<file path="src/rtl/ps2_cursor_controller.sv">
// PS/2 keyboard receiver and key decoder. It oversamples the PS/2 pins on the system clock
// and converts keystrokes into a cursor position and a square colour for the VGA controller.
module ps2_cursor_controller #(
    parameter int unsigned TIMEOUT_CYCLES = 50000,
    parameter int unsigned STEP           = 32
) (
    input  logic       Clock,
    input  logic       Reset,
    input  logic       iPS2_CLK,
    input  logic       iPS2_DATA,
    output logic [7:0] oXRedCounter,
    output logic [7:0] oYRedCounter,
    output logic [2:0] oColorCuadro,
    output logic [7:0] oScanCode,
    output logic       oScanValid,
    output logic       oFrameError
);

    localparam int unsigned CW      = (TIMEOUT_CYCLES > 2) ? $clog2(TIMEOUT_CYCLES) : 1;
    localparam logic [CW-1:0] TO_LAST = CW'(TIMEOUT_CYCLES - 1);
    localparam logic [7:0]  STEP_B  = 8'(STEP);

    typedef enum logic [1:0] {IDLE, DATA, PARITY, STOP} rx_state_t;

    rx_state_t     state_q;
    logic          clk_s1_q, clk_s2_q, clk_s3_q;
    logic          dat_s1_q, dat_s2_q;
    logic [7:0]    shift_q;
    logic [2:0]    bitcnt_q;
    logic          parity_q;
    logic [CW-1:0] tmo_q;
    logic [7:0]    scan_code_q;
    logic          scan_valid_q;
    logic          frame_err_q;
    logic          fall;

    logic [7:0] x_q, x_d, y_q, y_d;
    logic [2:0] col_q, col_d;
    logic       brk_q, brk_d, ext_q, ext_d;

    assign fall = clk_s3_q & ~clk_s2_q;

    always_ff @(posedge Clock or posedge Reset) begin
        if (Reset) begin
            clk_s1_q     <= 1'b1;
            clk_s2_q     <= 1'b1;
            clk_s3_q     <= 1'b1;
            dat_s1_q     <= 1'b1;
            dat_s2_q     <= 1'b1;
            state_q      <= IDLE;
            shift_q      <= '0;
            bitcnt_q     <= '0;
            parity_q     <= 1'b0;
            tmo_q        <= '0;
            scan_code_q  <= '0;
            scan_valid_q <= 1'b0;
            frame_err_q  <= 1'b0;
        end else begin
            clk_s1_q     <= iPS2_CLK;
            clk_s2_q     <= clk_s1_q;
            clk_s3_q     <= clk_s2_q;
            dat_s1_q     <= iPS2_DATA;
            dat_s2_q     <= dat_s1_q;
            scan_valid_q <= 1'b0;
            frame_err_q  <= 1'b0;

            if (state_q == IDLE) begin
                tmo_q <= '0;
                // A high bit seen while idle is a framing slip and is dropped silently.
                if (fall && !dat_s2_q) begin
                    state_q  <= DATA;
                    bitcnt_q <= '0;
                end
            end else if (fall) begin
                tmo_q <= '0;
                unique case (state_q)
                    DATA: begin
                        shift_q <= {dat_s2_q, shift_q[7:1]};
                        if (bitcnt_q == 3'd7) state_q <= PARITY;
                        else                  bitcnt_q <= bitcnt_q + 3'd1;
                    end
                    PARITY: begin
                        parity_q <= dat_s2_q;
                        state_q  <= STOP;
                    end
                    STOP: begin
                        if (dat_s2_q && ((^shift_q) ^ parity_q)) begin
                            scan_code_q  <= shift_q;
                            scan_valid_q <= 1'b1;
                        end else begin
                            frame_err_q  <= 1'b1;
                        end
                        state_q <= IDLE;
                    end
                    default: state_q <= IDLE;
                endcase
            end else if (tmo_q == TO_LAST) begin
                tmo_q   <= '0;
                state_q <= IDLE;
            end else begin
                tmo_q <= tmo_q + 1'b1;
            end
        end
    end

    always_comb begin
        x_d   = x_q;
        y_d   = y_q;
        col_d = col_q;
        brk_d = brk_q;
        ext_d = ext_q;
        if (scan_valid_q) begin
            if (scan_code_q == 8'hF0) begin
                brk_d = 1'b1;
            end else if (scan_code_q == 8'hE0) begin
                ext_d = 1'b1;
            end else if (brk_q) begin
                brk_d = 1'b0;
                ext_d = 1'b0;
            end else begin
                ext_d = 1'b0;
                if (scan_code_q == 8'h1D || (ext_q && scan_code_q == 8'h75))
                    y_d = y_q - STEP_B;
                else if (scan_code_q == 8'h1B || (ext_q && scan_code_q == 8'h72))
                    y_d = y_q + STEP_B;
                else if (scan_code_q == 8'h1C || (ext_q && scan_code_q == 8'h6B))
                    x_d = x_q - STEP_B;
                else if (scan_code_q == 8'h23 || (ext_q && scan_code_q == 8'h74))
                    x_d = x_q + STEP_B;
                else if (scan_code_q == 8'h29)
                    // Black is the frame colour, so the cycle skips 3'b000.
                    col_d = (col_q == 3'b111) ? 3'b001 : col_q + 3'd1;
            end
        end
    end

    always_ff @(posedge Clock or posedge Reset) begin
        if (Reset) begin
            x_q   <= '0;
            y_q   <= '0;
            col_q <= 3'b001;
            brk_q <= 1'b0;
            ext_q <= 1'b0;
        end else begin
            x_q   <= x_d;
            y_q   <= y_d;
            col_q <= col_d;
            brk_q <= brk_d;
            ext_q <= ext_d;
        end
    end

    assign oXRedCounter = x_q;
    assign oYRedCounter = y_q;
    assign oColorCuadro = col_q;
    assign oScanCode    = scan_code_q;
    assign oScanValid   = scan_valid_q;
    assign oFrameError  = frame_err_q;

endmodule

</file>
<file path="config.mk">
export PLATFORM = sky130hd
export DESIGN_NAME = ps2_cursor_controller
export DESIGN_NICKNAME = d
export VERILOG_FILES = /design/src/rtl/ps2_cursor_controller.sv
export SDC_FILE = /design/constraint.sdc
export NUM_CORES = 1
export LEC_CHECK = 0
export BUFFER_PORTS_ARGS = -buffer_cell sky130_fd_sc_hd__buf_2
export CORE_MARGIN = 2
export CORE_UTILIZATION = 55
export DETAILED_ROUTE_END_ITERATION = 12
export HOLD_SLACK_MARGIN = 0.06
export PLACE_DENSITY = 0.76
export SYNTH_ARGS = -nofsm -noshare
export SYNTH_HDL_FRONTEND = slang
export SYNTH_SLANG_ARGS = --single-unit
export TNS_END_PERCENT = 50
</file>
<file path="constraint.sdc">
create_clock -name Clock -period 5.4 [get_ports Clock]
set_input_delay 0.27 -clock Clock [delete_from_list [all_inputs] [get_ports Clock]]
set_output_delay 0.27 -clock Clock [all_outputs]
set_load 0.005 [all_outputs]
</file>
-- After elaboration in Yosys (flattened, before gate mapping)
Cells that the tools add are included.
- register bits: 66
- input port bits: 4
- output and inout bits: 29
- word-level logic and storage cells: 115
- add/subtract/negate cells: 7
- equality and inequality tests: 21
- multiplexer cells: 30
- bitwise operators: 11
- reductions and logical operators: 28
- operators by type and width (cell ; count):
    16-bit 2-to-1 mux ; 3
    8-bit by 7-bit equality test with 1-bit output (second input constant) ; 4
    8-bit 2-to-1 mux ; 4
    8-bit by 5-bit equality test with 1-bit output (second input constant) ; 3
    3-bit 2-to-1 mux ; 6
    16-bit by 1-bit adder with 16-bit output (second input constant) ; 1
    8-bit by 6-bit adder with 8-bit output (second input constant) ; 2
    16-bit equality test (second input constant) ; 1
    8-bit by 6-bit equality test with 1-bit output (second input constant) ; 2
    8-bit equality test (second input constant) ; 2
    8-bit by 6-bit subtractor with 8-bit output (second input constant) ; 2
    1-bit 2-to-1 mux ; 11
    2-bit 2-to-1 mux ; 5
    1-bit NOT ; 9
    3-bit AND reduction ; 3
    9-bit AND reduction ; 1
    4-bit AND reduction ; 2
    2-bit nonzero test ; 4
    8-bit parity ; 1
    7-bit AND reduction ; 1
    3-bit by 1-bit adder with 3-bit output (second input constant) ; 2
    3-bit equality test (second input constant) ; 2
    1-bit logical AND ; 6
    5-bit AND reduction ; 1
    other kinds (13) ; 19

-- Depth between registers and ports, before layout
- depth after elaboration: 7
- gate-level depth with buffers: 8
- gate-level depth less buffers: 7

-- Least setup slack after synthesis
No wires, ideal clock.
- path kind: register -> register
- from: reg scan_code_q[2], in the netlist oScanCode[2]
- to: reg x_q[6], in the netlist oXRedCounter[6]
- setup time: 125 ps
- data arrival time: 1981 ps
- data required time: 5275 ps
- setup slack: 3294 ps
- stages on the path, launching flop included: 6
- buffers on the path: 0
- period minus slack after synthesis: 2106 ps
- path through: dfrtp_1 -> or3b_1 -> nor4b_2 -> or2_2 -> fa_1 -> mux2_2
- longest elaborated chain between the ends: 5
- elaborated cells on any way between the ends: 25
- those cells by class: 10 x eq/ne; 1 x mux; 4 x bitwise; 10 x reduce/logical
- ends and longest elaborated chain (what ; RTL line ; source):
    start, declared ; 32 ; logic [7:0] scan_code_q;
    start signal, assigned ; 88 ; scan_code_q <= shift_q;
    8-bit by 7-bit equality test with 1-bit output (on tied branches) ; -- ;
    1-bit logical AND (on tied branches) ; -- ;
    1-bit logical OR (on tied branches) ; -- ;
    2-bit nonzero test (no source line) or 1-bit NOT (tied branches) ; -- ;
    7-bit AND reduction (no source line) ; -- ;
    end signal, assigned ; 139 ; x_q <= '0;
    end signal, assigned ; 145 ; x_q <= x_d;
    end, declared ; 37 ; logic [7:0] x_q, x_d, y_q, y_d;
Several ways; a longest one is shown, not always the timed one.
A chain may end at the register's enable or synchronous reset.

-- Worst setup path after layout
- from: reg tmo_q[0]
- to: reg state_q[0]
- longest elaborated chain between the ends: 3
- ends and longest elaborated chain (what ; RTL line ; source):
    start, declared ; 31 ; logic [CW-1:0] tmo_q;
    start signal, assigned ; 101 ; tmo_q <= tmo_q + 1'b1;
    16-bit equality test ; 97 ; end else if (tmo_q == TO_LAST) begin
    3-bit nonzero test (no source line) ; -- ;
    3-bit AND reduction (no source line) ; -- ;
    end signal, assigned ; 93 ; state_q <= IDLE;
    end signal, assigned ; 95 ; default: state_q <= IDLE;
    end signal, assigned ; 99 ; state_q <= IDLE;
    end, declared ; 25 ; rx_state_t state_q;
No other way between the ends.

==> flow_metrics.py <==
metrics = {
    "clocking": {
        "cts_tree": "done",
        "cts_buffers": 5,
        "htreeDepth": 2,
        "ctsResizeCount": 0,
        "cts.reportedPaths.clkPinSlew_ns": 0.09,
        "cts_buffer_depth": 2,
        "insertion_delay_ns": 0.31,
        "cts.sinks": 56,
        "root_buffer": "clkbuf_8",
    },
    "timing": {
        "setup_ws_ns": 3.070,
        "slew-limit-headroom_pct": 31.08,
        "setup_tns_ns": 0,
        "skew_ns": 0.005238,
        "fmax_mhz": 429.2,
        "tightest_slew_ns": 1.028,
        "finalSetupViolCount": 0,
        "finalMaxSlewViolations": 0,
        "finalCriticalPeriod_ns": 2.330,
        "finalHoldViolCount": 0,
        "fin_crit_sh_pct": 43.15,
        "rsz0062_at_grt": "no",
    },
    "die": {
        "ios": 33,
        "initial_core_util_pct": 56.39,
        "die_w_um": 76.13,
        "coreArea_mm2": 0.005075,
        "fp.dieArea_mm2": 0.005796,
        "die_h_um": 76.13,
        "num_rows": 26,
    },
    "pwr": {
        "p_leak_nw": 1.482,
        "ir_worst_vdd_v": 0.0002710,
        "p_per_area_mw_per_mm2": 328.2,
    },
    "critical_path": {
        "critPathKind": "flip-flop to flip-flop",
        "worstPathRequired_ns": 5.64,
        "endpoint_kind": "flip-flop",
        "cp_data_arrival_time_ns": 2.57,
        "worst_setup_path_start_kind": "flip-flop",
        "crit_fanout": 17,
    },
    "status": {
        "status": "complete, no violations",
    },
    "layout": {
        "postLayoutCellArea_mm2": 0.003109,
        "fill_cells": 429,
        "finalNonFillerCells": 346,
        "layout.nets": 290,
        "layout-drive-gt1-share_pct": 23.91,
        "antennaDiodeCount": 0,
        "area_delta_synth_final_pct": 8.658,
    },
    "route": {
        "drc": 0,
        "wl_mm": 4.238,
        "avgViaCountPerCell": 5.176,
        "ant_nets": 0,
        "dr.pass1.iters": 4,
        "drt_iter0_drc": 48,
        "vias": 1791,
        "wl_per_cell_um": 12.25,
    },
    "place": {
        "port_buffers": 22,
        "place_ws_ns": 3.035,
        "placed_area_mm2": 0.002997,
        "dp_cells": 336,
        "gp_congestion": 0.8616,
        "hpwl_mm": 3.011,
    },
    "synthesis": {
        "synth_warnings": 0,
        "synth_edf_count": 0,
        "synth_commonest_cells": "50 x dfrtp_1, 20 x nor2_1, 16 x nand2_1",
        "synth_area_leaders": "dfrtp_1 44%, dfstp_2 5.5%, mux2_2 5.5%, xor2_1 4.6%, mux2_4 4.2%",
        "syn_avg_cell_area_um2": 11.49,
        "yosysMostFrequentCell": "dfrtp_1",
        "yosys.area.top_type": "dfrtp_1",
        "netlist_area_mm2": 0.002861,
        "synthCells": 249,
        "synth-seq-cells": 56,
        "async_reset_ff_share_pct": 100.0,
        "ys_seq_area_share_pct": 49.23,
        "synth_ff_type": "dfrtp_1",
        "synth_top_area_share_pct": 43.73,
        "synthDistinctLibCells": 47,
    },
    "grt": {
        "grtUsageTotal_pct": 16.63,
        "antenna_found_initial": 0,
        "grt_first_pass_wirelength_mm": 7.769,
        "grt_start_max_net_pins": 57,
        "overflow": 0,
        "grt_pass1_vias": 1807,
    },
    "flow_run": {
        "maxCapViolations": 0,
    },
    "min_path": {
        "hp-class": "primary input to asynchronous set/reset pin",
    },
}
[layout by cell type, fill, tap and decap left out, types with 3 or more instances in the layout]
master    Yosys  final
dfrtp_1      50     50
buf_2         2     22
nor2_1       20     20
nand2_1      16     16
xor2_1       15     15
mux2_2       14     14
conb_1        1     10
xnor2_1       9      9
nor3_1        9      9
ha_1          9      9
mux2_4        8      8
inv_1         9      8
a21oi_1       6      6
nand3_1       6      6
nand4_1       6      6
dfstp_2       6      6
clkbuf_8      0      6
nor2b_1       4      4
o21ai_0       4      4
nor4_1        3      3
nand2b_1      3      3
and3_1        3      3
mux2i_1       3      3
nand3b_1      3      3
[stage by stage]
step | utilization, % | power (mW) | hold WS, ns
final | 61.27 | 1.020 | 0.1267
after global routing | 61.27 | 1.100 | 0.2092
after CTS | 61.27 | 1.039 | 0.1527
after detailed placement | 59.05 | 0.8039 | 0.3488
after global placement | 59.05 | 0.7957 | 0.3459
after floorplan | - | 0.7590 | 0.2745
[power breakdown]
group / switching (mW) / internal (mW)
combinational: 0.120 / 0.137
sequential: 0.0585 / 0.477
clock: 0.126 / 0.102
[timing repair]
item	CTS	global route
endpoints found under the hold margin	2	0
hold buffers	2	0
setup buffers	0	0
[sequential cells by signal, indices dropped and copies added (netlist names)]
signal,flops
tmo_q,16
oScanCode,8
shift_q,8
bitcnt_q,3
oColorCuadro,3
oXRedCounter,3
oYRedCounter,3
state_q,2
brk_q,1
clk_s1_q,1
clk_s2_q,1
clk_s3_q,1
dat_s1_q,1
dat_s2_q,1
ext_q,1
oFrameError,1
oScanValid,1
parity_q,1
[critical path, stage by stage, from the launching register on]
cell and delay [ns]:
dfrtp_1 0.41, ha_1 0.20, nand3_1 0.19, o31ai_2 0.90, and3_1 0.35, mux2i_1 0.19
[per-layer routing]
metal  global-route usage, %  up-vias  share of wire [%]
li1                        -      890                  -
met3                   4.265        8                3.3
met4                   8.182        0                2.1
met5                       0        -                  0
met2                   26.79       28                 47
met1                   20.99      865                 47
[worst paths after layout]
kind                            cells past startpoint                           to                from  slack (ns)
worst max-delay path                                5       state_q[0]$_DFFE_PP0P_  tmo_q[0]$_DFF_PP0_        3.07
worst min-delay path                                3  oColorCuadro[2]$_DFFE_PP0P_               Reset        0.13
worst max register to register                      5       state_q[0]$_DFFE_PP0P_  tmo_q[0]$_DFF_PP0_        3.07
worst min register to register                      0           clk_s2_q$_DFF_PP1_  clk_s1_q$_DFF_PP1_        0.36
max in group asynchronous                           3           tmo_q[6]$_DFF_PP0_               Reset        4.83
min in group Clock                                  0           clk_s2_q$_DFF_PP1_  clk_s1_q$_DFF_PP1_        0.36
[area by class of cell]
type / instances / area (um^2) / area share, %
clock buffer: 6 / 82.58 / 2.656
clock inverter: 2 / 10.01 / 0.3219
inverter: 9 / 33.78 / 1.087
multi-input combinational: 178 / 1349 / 43.38
sequential: 56 / 1409 / 45.31
tap: 70 / 87.58 / 2.817
timing repair buffer: 25 / 137.6 / 4.427
[kinds of logic (layout without fill, tap and decap cells)]
group,Yosys count,after routing,share of synthesized area (%)
other,1,10,0.1311
flip-flops,56,56,49.23
XOR/XNOR,26,26,8.702
adder cells (fa/ha/maj),11,11,5.335
AND/OR/NAND/NOR,88,88,16.79
multiplexers,25,25,10.76
AO/OA/AOI/OAI,18,18,4.241
buffers and inverters,24,42,4.810
No activity file was read; power rests on OpenSTA's default activity.
